$ cat src/rtl/an_code_pkg.sv
// Shared constants, status codes and FSM states for the AN-code (A = 4547) decoders.
// Pure declarations: no latency, no backpressure.
package an_code_pkg;

    localparam int unsigned A      = 4547;
    localparam int unsigned W_BITS = 29;
    localparam int unsigned N_BITS = 16;
    localparam int unsigned R_BITS = 13;

    typedef enum logic [1:0] {
        ST_CLEAN   = 2'b00,
        ST_CORR    = 2'b01,
        ST_UNCORR  = 2'b10,
        ST_OVF     = 2'b11
    } status_e;

    typedef enum logic [2:0] {
        IDLE   = 3'd0,
        DIV1   = 3'd1,
        LOOKUP = 3'd2,
        DIV2   = 3'd3,
        DONE   = 3'd4
    } state_e;

    // A quotient that does not fit the message width turns a good result into overflow.
    function automatic status_e apply_ovf(input logic [W_BITS-N_BITS-1:0] q_hi,
                                          input status_e st);
        if ((st == ST_CLEAN || st == ST_CORR) && (|q_hi))
            return ST_OVF;
        return st;
    endfunction

endpackage

$ cat src/rtl/an_syndrome_lut.sv
// Syndrome table: remainder R -> {hit, sign, bit index} for single errors +-2^i, i in 0..28.
// Combinational, zero latency, no backpressure.
module an_syndrome_lut
    import an_code_pkg::*;
(
    input  logic [R_BITS-1:0] r,
    output logic              hit,
    output logic              sign,
    output logic [4:0]        idx
);

    localparam logic [R_BITS:0] A_W = (R_BITS+1)'(A);

    logic [R_BITS:0] p;

    // p walks 2^i mod A; every table entry is a compile-time constant after unrolling.
    always_comb begin
        hit  = 1'b0;
        sign = 1'b0;
        idx  = '0;
        p    = (R_BITS+1)'(1);
        for (int i = 0; i < int'(W_BITS); i++) begin
            if ({1'b0, r} == p) begin
                hit  = 1'b1;
                sign = 1'b0;
                idx  = 5'(i);
            end
            if ({1'b0, r} == A_W - p) begin
                hit  = 1'b1;
                sign = 1'b1;
                idx  = 5'(i);
            end
            p = ((p << 1) >= A_W) ? (p << 1) - A_W : (p << 1);
        end
    end

endmodule

$ cat src/rtl/an_sec_decode_ctrl.sv
// Sequential AN-code single-error corrector sharing one bit-serial restoring divider.
// Result after 31 cycles (clean/uncorrectable) or 60 (corrected); holds result until out_ready, one word in flight.
module an_sec_decode_ctrl
    import an_code_pkg::*;
(
    input  logic              clk,
    input  logic              rst,
    input  logic              in_valid,
    output logic              in_ready,
    input  logic [W_BITS-1:0] in_w,
    output logic              out_valid,
    input  logic              out_ready,
    output logic [N_BITS-1:0] out_n,
    output logic [1:0]        out_status
);

    localparam logic [R_BITS:0] A_W      = (R_BITS+1)'(A);
    localparam logic [4:0]      CNT_INIT = 5'(W_BITS - 1);

    state_e              state, state_nxt;
    logic [W_BITS-1:0]   w_q;
    logic [W_BITS-1:0]   dvd_q;
    logic [W_BITS-1:0]   quo_q;
    logic [R_BITS-1:0]   rem_q;
    logic [4:0]          cnt_q;
    logic [N_BITS-1:0]   out_n_q;
    status_e             out_status_q;

    logic [R_BITS:0]     work;
    logic                ge;
    logic [R_BITS-1:0]   diff;
    logic [R_BITS-1:0]   rem_nxt;
    logic [W_BITS-1:0]   q_nxt;

    logic                hit, sign;
    logic [4:0]          idx;
    logic [W_BITS:0]     pow2;
    logic [W_BITS:0]     wp;

    logic                load_w, load_wp, step, set_res;
    logic [N_BITS-1:0]   res_n;
    status_e             res_st;

    // The single subtractor of the restoring divider.
    assign work    = {rem_q, dvd_q[W_BITS-1]};
    assign ge      = (work >= A_W);
    assign diff    = R_BITS'(work - A_W);
    assign rem_nxt = ge ? diff : work[R_BITS-1:0];
    assign q_nxt   = {quo_q[W_BITS-2:0], ge};

    an_syndrome_lut u_lut (
        .r    (rem_q),
        .hit  (hit),
        .sign (sign),
        .idx  (idx)
    );

    // W' = W - delta in 30 bits; bit 29 set means negative or >= 2^29.
    assign pow2 = (W_BITS+1)'(1) << idx;
    assign wp   = sign ? ({1'b0, w_q} + pow2) : ({1'b0, w_q} - pow2);

    always_ff @(posedge clk or posedge rst) begin
        if (rst) state <= IDLE;
        else     state <= state_nxt;
    end

    always_comb begin
        state_nxt = state;
        load_w    = 1'b0;
        load_wp   = 1'b0;
        step      = 1'b0;
        set_res   = 1'b0;
        res_n     = quo_q[N_BITS-1:0];
        res_st    = ST_CLEAN;
        case (state)
            IDLE: begin
                if (in_valid) begin
                    load_w    = 1'b1;
                    state_nxt = DIV1;
                end
            end
            DIV1: begin
                step = 1'b1;
                if (cnt_q == '0) state_nxt = LOOKUP;
            end
            LOOKUP: begin
                if (rem_q == '0) begin
                    set_res   = 1'b1;
                    res_st    = apply_ovf(quo_q[W_BITS-1:N_BITS], ST_CLEAN);
                    state_nxt = DONE;
                end else if (!hit || wp[W_BITS]) begin
                    set_res   = 1'b1;
                    res_st    = ST_UNCORR;
                    state_nxt = DONE;
                end else begin
                    load_wp   = 1'b1;
                    state_nxt = DIV2;
                end
            end
            DIV2: begin
                step = 1'b1;
                if (cnt_q == '0) begin
                    set_res   = 1'b1;
                    res_n     = q_nxt[N_BITS-1:0];
                    res_st    = (rem_nxt != '0) ? ST_UNCORR
                                                : apply_ovf(q_nxt[W_BITS-1:N_BITS], ST_CORR);
                    state_nxt = DONE;
                end
            end
            DONE: begin
                if (out_ready) state_nxt = IDLE;
            end
            default: state_nxt = IDLE;
        endcase
    end

    always_ff @(posedge clk or posedge rst) begin
        if (rst) begin
            w_q          <= '0;
            dvd_q        <= '0;
            quo_q        <= '0;
            rem_q        <= '0;
            cnt_q        <= '0;
            out_n_q      <= '0;
            out_status_q <= ST_CLEAN;
        end else begin
            if (load_w) begin
                w_q   <= in_w;
                dvd_q <= in_w;
                quo_q <= '0;
                rem_q <= '0;
                cnt_q <= CNT_INIT;
            end
            if (load_wp) begin
                dvd_q <= wp[W_BITS-1:0];
                quo_q <= '0;
                rem_q <= '0;
                cnt_q <= CNT_INIT;
            end
            if (step) begin
                dvd_q <= {dvd_q[W_BITS-2:0], 1'b0};
                rem_q <= rem_nxt;
                quo_q <= q_nxt;
                cnt_q <= cnt_q - 5'd1;
            end
            if (set_res) begin
                out_n_q      <= res_n;
                out_status_q <= res_st;
            end
        end
    end

    assign in_ready   = (state == IDLE);
    assign out_valid  = (state == DONE);
    assign out_n      = out_n_q;
    assign out_status = out_status_q;

endmodule

$ cat config.mk
export PLATFORM = sky130hd
export DESIGN_NAME = an_sec_decode_ctrl
export DESIGN_NICKNAME = d
export VERILOG_FILES = /design/src/rtl/an_code_pkg.sv /design/src/rtl/an_syndrome_lut.sv /design/src/rtl/an_sec_decode_ctrl.sv
export SDC_FILE = /design/constraint.sdc
export NUM_CORES = 1
export LEC_CHECK = 0
export ABC_CLOCK_PERIOD_IN_PS = 15500
export CORE_MARGIN = 2
export CORE_UTILIZATION = 50
export DETAILED_ROUTE_END_ITERATION = 6
export PLACE_DENSITY = 0.67
export SLEW_MARGIN = 10
export SYNTH_ARGS = -nofsm -noshare
export SYNTH_HDL_FRONTEND = slang
export SYNTH_HIERARCHICAL = 1
export SYNTH_SLANG_ARGS = --single-unit
$ cat constraint.sdc
create_clock -name clk -period 15.5 [get_ports clk]
set_clock_uncertainty 0.15 [all_clocks]
set_input_delay 3.875 -clock clk [delete_from_list [all_inputs] [get_ports clk]]
set_output_delay 3.875 -clock clk [all_outputs]
set_load 0.1 [all_outputs]
==> reports/qor.csv <==
metric,value,unit
vias in the first global route,8244,
slowest cell on the critical path,sky130_fd_sc_hd__dfrtp_1,
clock-pin slew on the worst setup and hold paths,0.07,ns
CTS Buffer Depth,2,
setup repair after global routing missed its margin,false,
worst r2r src,rem_q[1],
Antenna Violating Nets Remaining,0,
Worst R2R Path Depth,22,
Initial Util,50.92,%
Crit. Startpoint,rem_q[1],
Worst Path Max Fanout,38,
worst slew slack as a fraction of its limit,27.83,%
Sequential Power Share,25.2,%
GR Util All Layers,27.29,%
count of antenna diodes in the layout,0,
worst hold slack after final layout,0.3362,ns
number of buffers inserted during clock tree synthesis,17,
Setup WS post-layout,6.570,ns
final count of hold timing violations,0,
switching fraction of total power,50.56,%
biggest area contributors in the synthesized netlist,"sky130_fd_sc_hd__dfrtp_1 33%, sky130_fd_sc_hd__nand2_1 7.6%, sky130_fd_sc_hd__ha_1 4.3%",
post-layout total power,2.675,mW
complex-gate fraction of the synthesized area,24.94,%
Worst R2R Setup Slack,6.57,ns
number of synthesized flops with an enable pin,0,
root cell of the clock tree,sky130_fd_sc_hd__clkbuf_16,
I/O pins,53,
TritonCTS sink count,126,
port bufs,52,
Synth Warn #,6,
share of power burned in the clock network,14.8,%
Lkg Pwr,4.476,nW
H-tree lvl count,4,
detailed-route vias per instance,6.445,
most used standard cell by instance count after synthesis,sky130_fd_sc_hd__nand2_1,
critical path startpoint category,flip-flop,
Simple-Gate Fraction of Synth Area,25.80,%
iteration-0 DRC count of the detailed router,827,
Cell Rows,50,
cell-internal power,1.323,mW
Final min period,8.930,ns
Die Height,142.0,um
measured slew at the worst slew-check pin,1.082,ns
parity-gate share of the synthesized area counting xor and xnor cells,3.954,%
capturing instance or port of the critical path,dvd_q[7],
die width,142.0,um
logic depth of the worst setup path including buffers,22,
number of iterations in the first detailed-routing pass,6,
Cells after Synth,1113,
Peak Freq,112.0,MHz
number of max-cap violations,0,
antenna violations before repair,0,
Placer Congestion,1.014,
global-route congestion overflow total,0,
post-CTS setup buffer count,0,
number of gates given a new drive strength after cts,0,
NetSw,1.353,mW
Post-Syn Nets,1180,
mux contribution to synthesized area,1.786,%
total die area,0.02017,sq mm
Mapped Avg Cell Area,8.558,sq um
setup TNS,0,ns
Worst Hold Class,flip-flop to flip-flop,
met3 WL,1614,um
Final Slew Violations,0,
portion of synthesized cell area occupied by the leading cell type,33.10,%
average wire per standard cell,19.77,um
Post-CTS Hold Buffers,0,
worst endpoint data arrival time,9.11,ns
pre-CTS setup slack,6.673,ns
crit share post-route,57.62,%
top cell types by occurrence after synthesis,"193 x sky130_fd_sc_hd__nand2_1, 126 x sky130_fd_sc_hd__dfrtp_1, 54 x sky130_fd_sc_hd__a21oi_1, 54 x sky130_fd_sc_hd__o21ai_0, 53 x sky130_fd_sc_hd__nor2_1",
register bit total from synthesis,126,
critical path start-end classification,flip-flop to flip-flop,
buffering stage count on the worst path with inverters included,0,
areal power density over the cells,254.4,mW/mm^2
largest family of logic cells by synthesized area,simple AND/OR/NAND/NOR gates,
Setup crit end kind,flip-flop,
status,"complete, no violations",
post-synthesis instance area,0.009525,sq mm
final-stage net count,1177,
core region area,0.01871,sq mm
worst skew pair latency,0.43,ns
"Seq/Total Area, Yosys",33.10,%
pin count of the biggest net entering global routing,73,
maximum cell stage delay along the critical path,1.06,ns
area share of fa/ha/maj cells after synthesis,4.545,%
post-synth cell types,93,
Post-Route M1 WL,12980,um
fraction of final layout cells sized beyond drive strength 1,7.391,%
Reg-to-Reg End,dvd_q[7],
biggest area consumer among synthesized cells,sky130_fd_sc_hd__dfrtp_1,
global-route wire length before repair,44070,um
crit-path cells,nor4bb_1 -> nor4b_1 -> a2111oi_2 -> and3_1 -> nand2b_1 -> or4_1 -> or2_2 -> nor2_1 -> nand2_1 -> ha_1 -> or2_2 -> xnor2_1 -> ha_1 -> o21ai_0 -> o21bai_1 -> a21o_1 -> a31oi_1 -> o31ai_1 -> a21o_1 -> a21bo_2 -> nand2_1 -> o221ai_1,
routed wire length,26830,um
clock tree from TritonCTS,done,
Final Util,56.23,%
dominant delay contributor by cell family on the critical path,simple AND/OR/NAND/NOR gates,
Post-DP HPWL,18020,um
async set or reset register ratio after synthesis,100.0,%
uppermost layer routed,met4,
required time at the endpoint of the critical path,15.68,ns
Max rail drop VDD,0.1380,mV
growth of design area from synthesis to finish,10.42,%
top flip-flop cell by instance count after synthesis,sky130_fd_sc_hd__dfrtp_1,
Logic pwr share,60.0,%
number of design rule violations left after detail routing,0,
via count,8746,
number of endpoints failing setup at the final stage,0,
detailed-routed wire length on met2,11470,um
sequential cells by signal (all words and copies together), names as in the netlist:
name	flops
state	3
w_q	29
quo_q	29
out_n	16
cnt_q	5
dvd_q	29
rem_q	13
out_status	2
stage by stage:
| stage | instance area (sq um) | std cells |
|---|---|---|
| after floorplan | 9525 | 1113 |
| after global placement | 9943 | 1325 |
| after detailed placement | 9943 | 1325 |
| after CTS | 10520 | 1357 |
| after global routing | 10520 | 1357 |
| final | 10520 | 1357 |
layer usage:
layer  vias to the layer above  global-route usage [%]
met2                       352                   39.16
met1                      4155                   41.22
li1                       4169                       -
met3                        70                   4.374
met4                         0                   10.21
met5                         -                       0
layout make-up:
class                   count  area [sq um]
fillers                  1718          8188
multi-input cells         885          5821
flip-flops and latches    126          3153
repair buffers             65         618.1
clock buffers              18         429.2
well taps                 234         292.8
clock inverters            14         145.1
inverters                  15         58.81
placed cells by master (no fill, tap or decap), types with 17 or more instances in the layout:
cell,instances
sky130_fd_sc_hd__nand4_1,18
sky130_fd_sc_hd__nor2_1,53
sky130_fd_sc_hd__nand2_1,193
sky130_fd_sc_hd__a22o_1,38
sky130_fd_sc_hd__mux2i_1,17
sky130_fd_sc_hd__nor3_1,22
sky130_fd_sc_hd__a21boi_0,20
sky130_fd_sc_hd__clkbuf_16,17
sky130_fd_sc_hd__a21o_1,19
sky130_fd_sc_hd__dfrtp_1,126
sky130_fd_sc_hd__clkdlybuf4s50_1,52
sky130_fd_sc_hd__xnor2_1,24
sky130_fd_sc_hd__a31oi_1,17
sky130_fd_sc_hd__nor4_1,23
sky130_fd_sc_hd__a21oi_1,54
sky130_fd_sc_hd__xor2_1,19
sky130_fd_sc_hd__o21ai_0,54
sky130_fd_sc_hd__o221ai_1,22
sky130_fd_sc_hd__ha_1,33
sky130_fd_sc_hd__nand3_1,27
worst min-delay path, delay by kind of cell (launching register included):
kind / cells / cell delay [ns]
simple gates: 1 / 0.05
compound gates: 1 / 0.06
flops: 1 / 0.34
power groups by stage:
stage	registers (mW)	clock network, mW	logic [mW]
3_5_place_dp	0.670	0	1.57
2_1_floorplan	0.682	0	1.26
3_3_place_gp	0.672	0	1.57
5_1_grt	0.696	0.417	1.77
4_1_cts	0.668	0.402	1.59
6_report	0.673	0.396	1.61
cell families (layout without fill, tap and decap cells):
logic type | Yosys count | after routing
AOI/OAI and AO/OA | 331 | 331
xor gates and xnor gates | 43 | 43
adders and majority gates | 34 | 34
buffers and inverters | 102 | 112
DFF | 126 | 126
muxes | 17 | 17
and+or+nand+nor | 460 | 460
how the worst min path moves through the flow:
stage                     slack [ns]  cells after the start   endpoint      start
final                           0.34                      2  dvd_q[10]   dvd_q[9]
after floorplan                 0.30                      2  dvd_q[10]   dvd_q[9]
after CTS                       0.34                      2  dvd_q[10]   dvd_q[9]
after global routing            0.36                      2  dvd_q[24]  dvd_q[23]
after global placement          0.31                      2  dvd_q[14]  dvd_q[13]
after detailed placement        0.32                      2  dvd_q[12]  dvd_q[11]
Note: power is estimated with default switching activity, not from simulation.
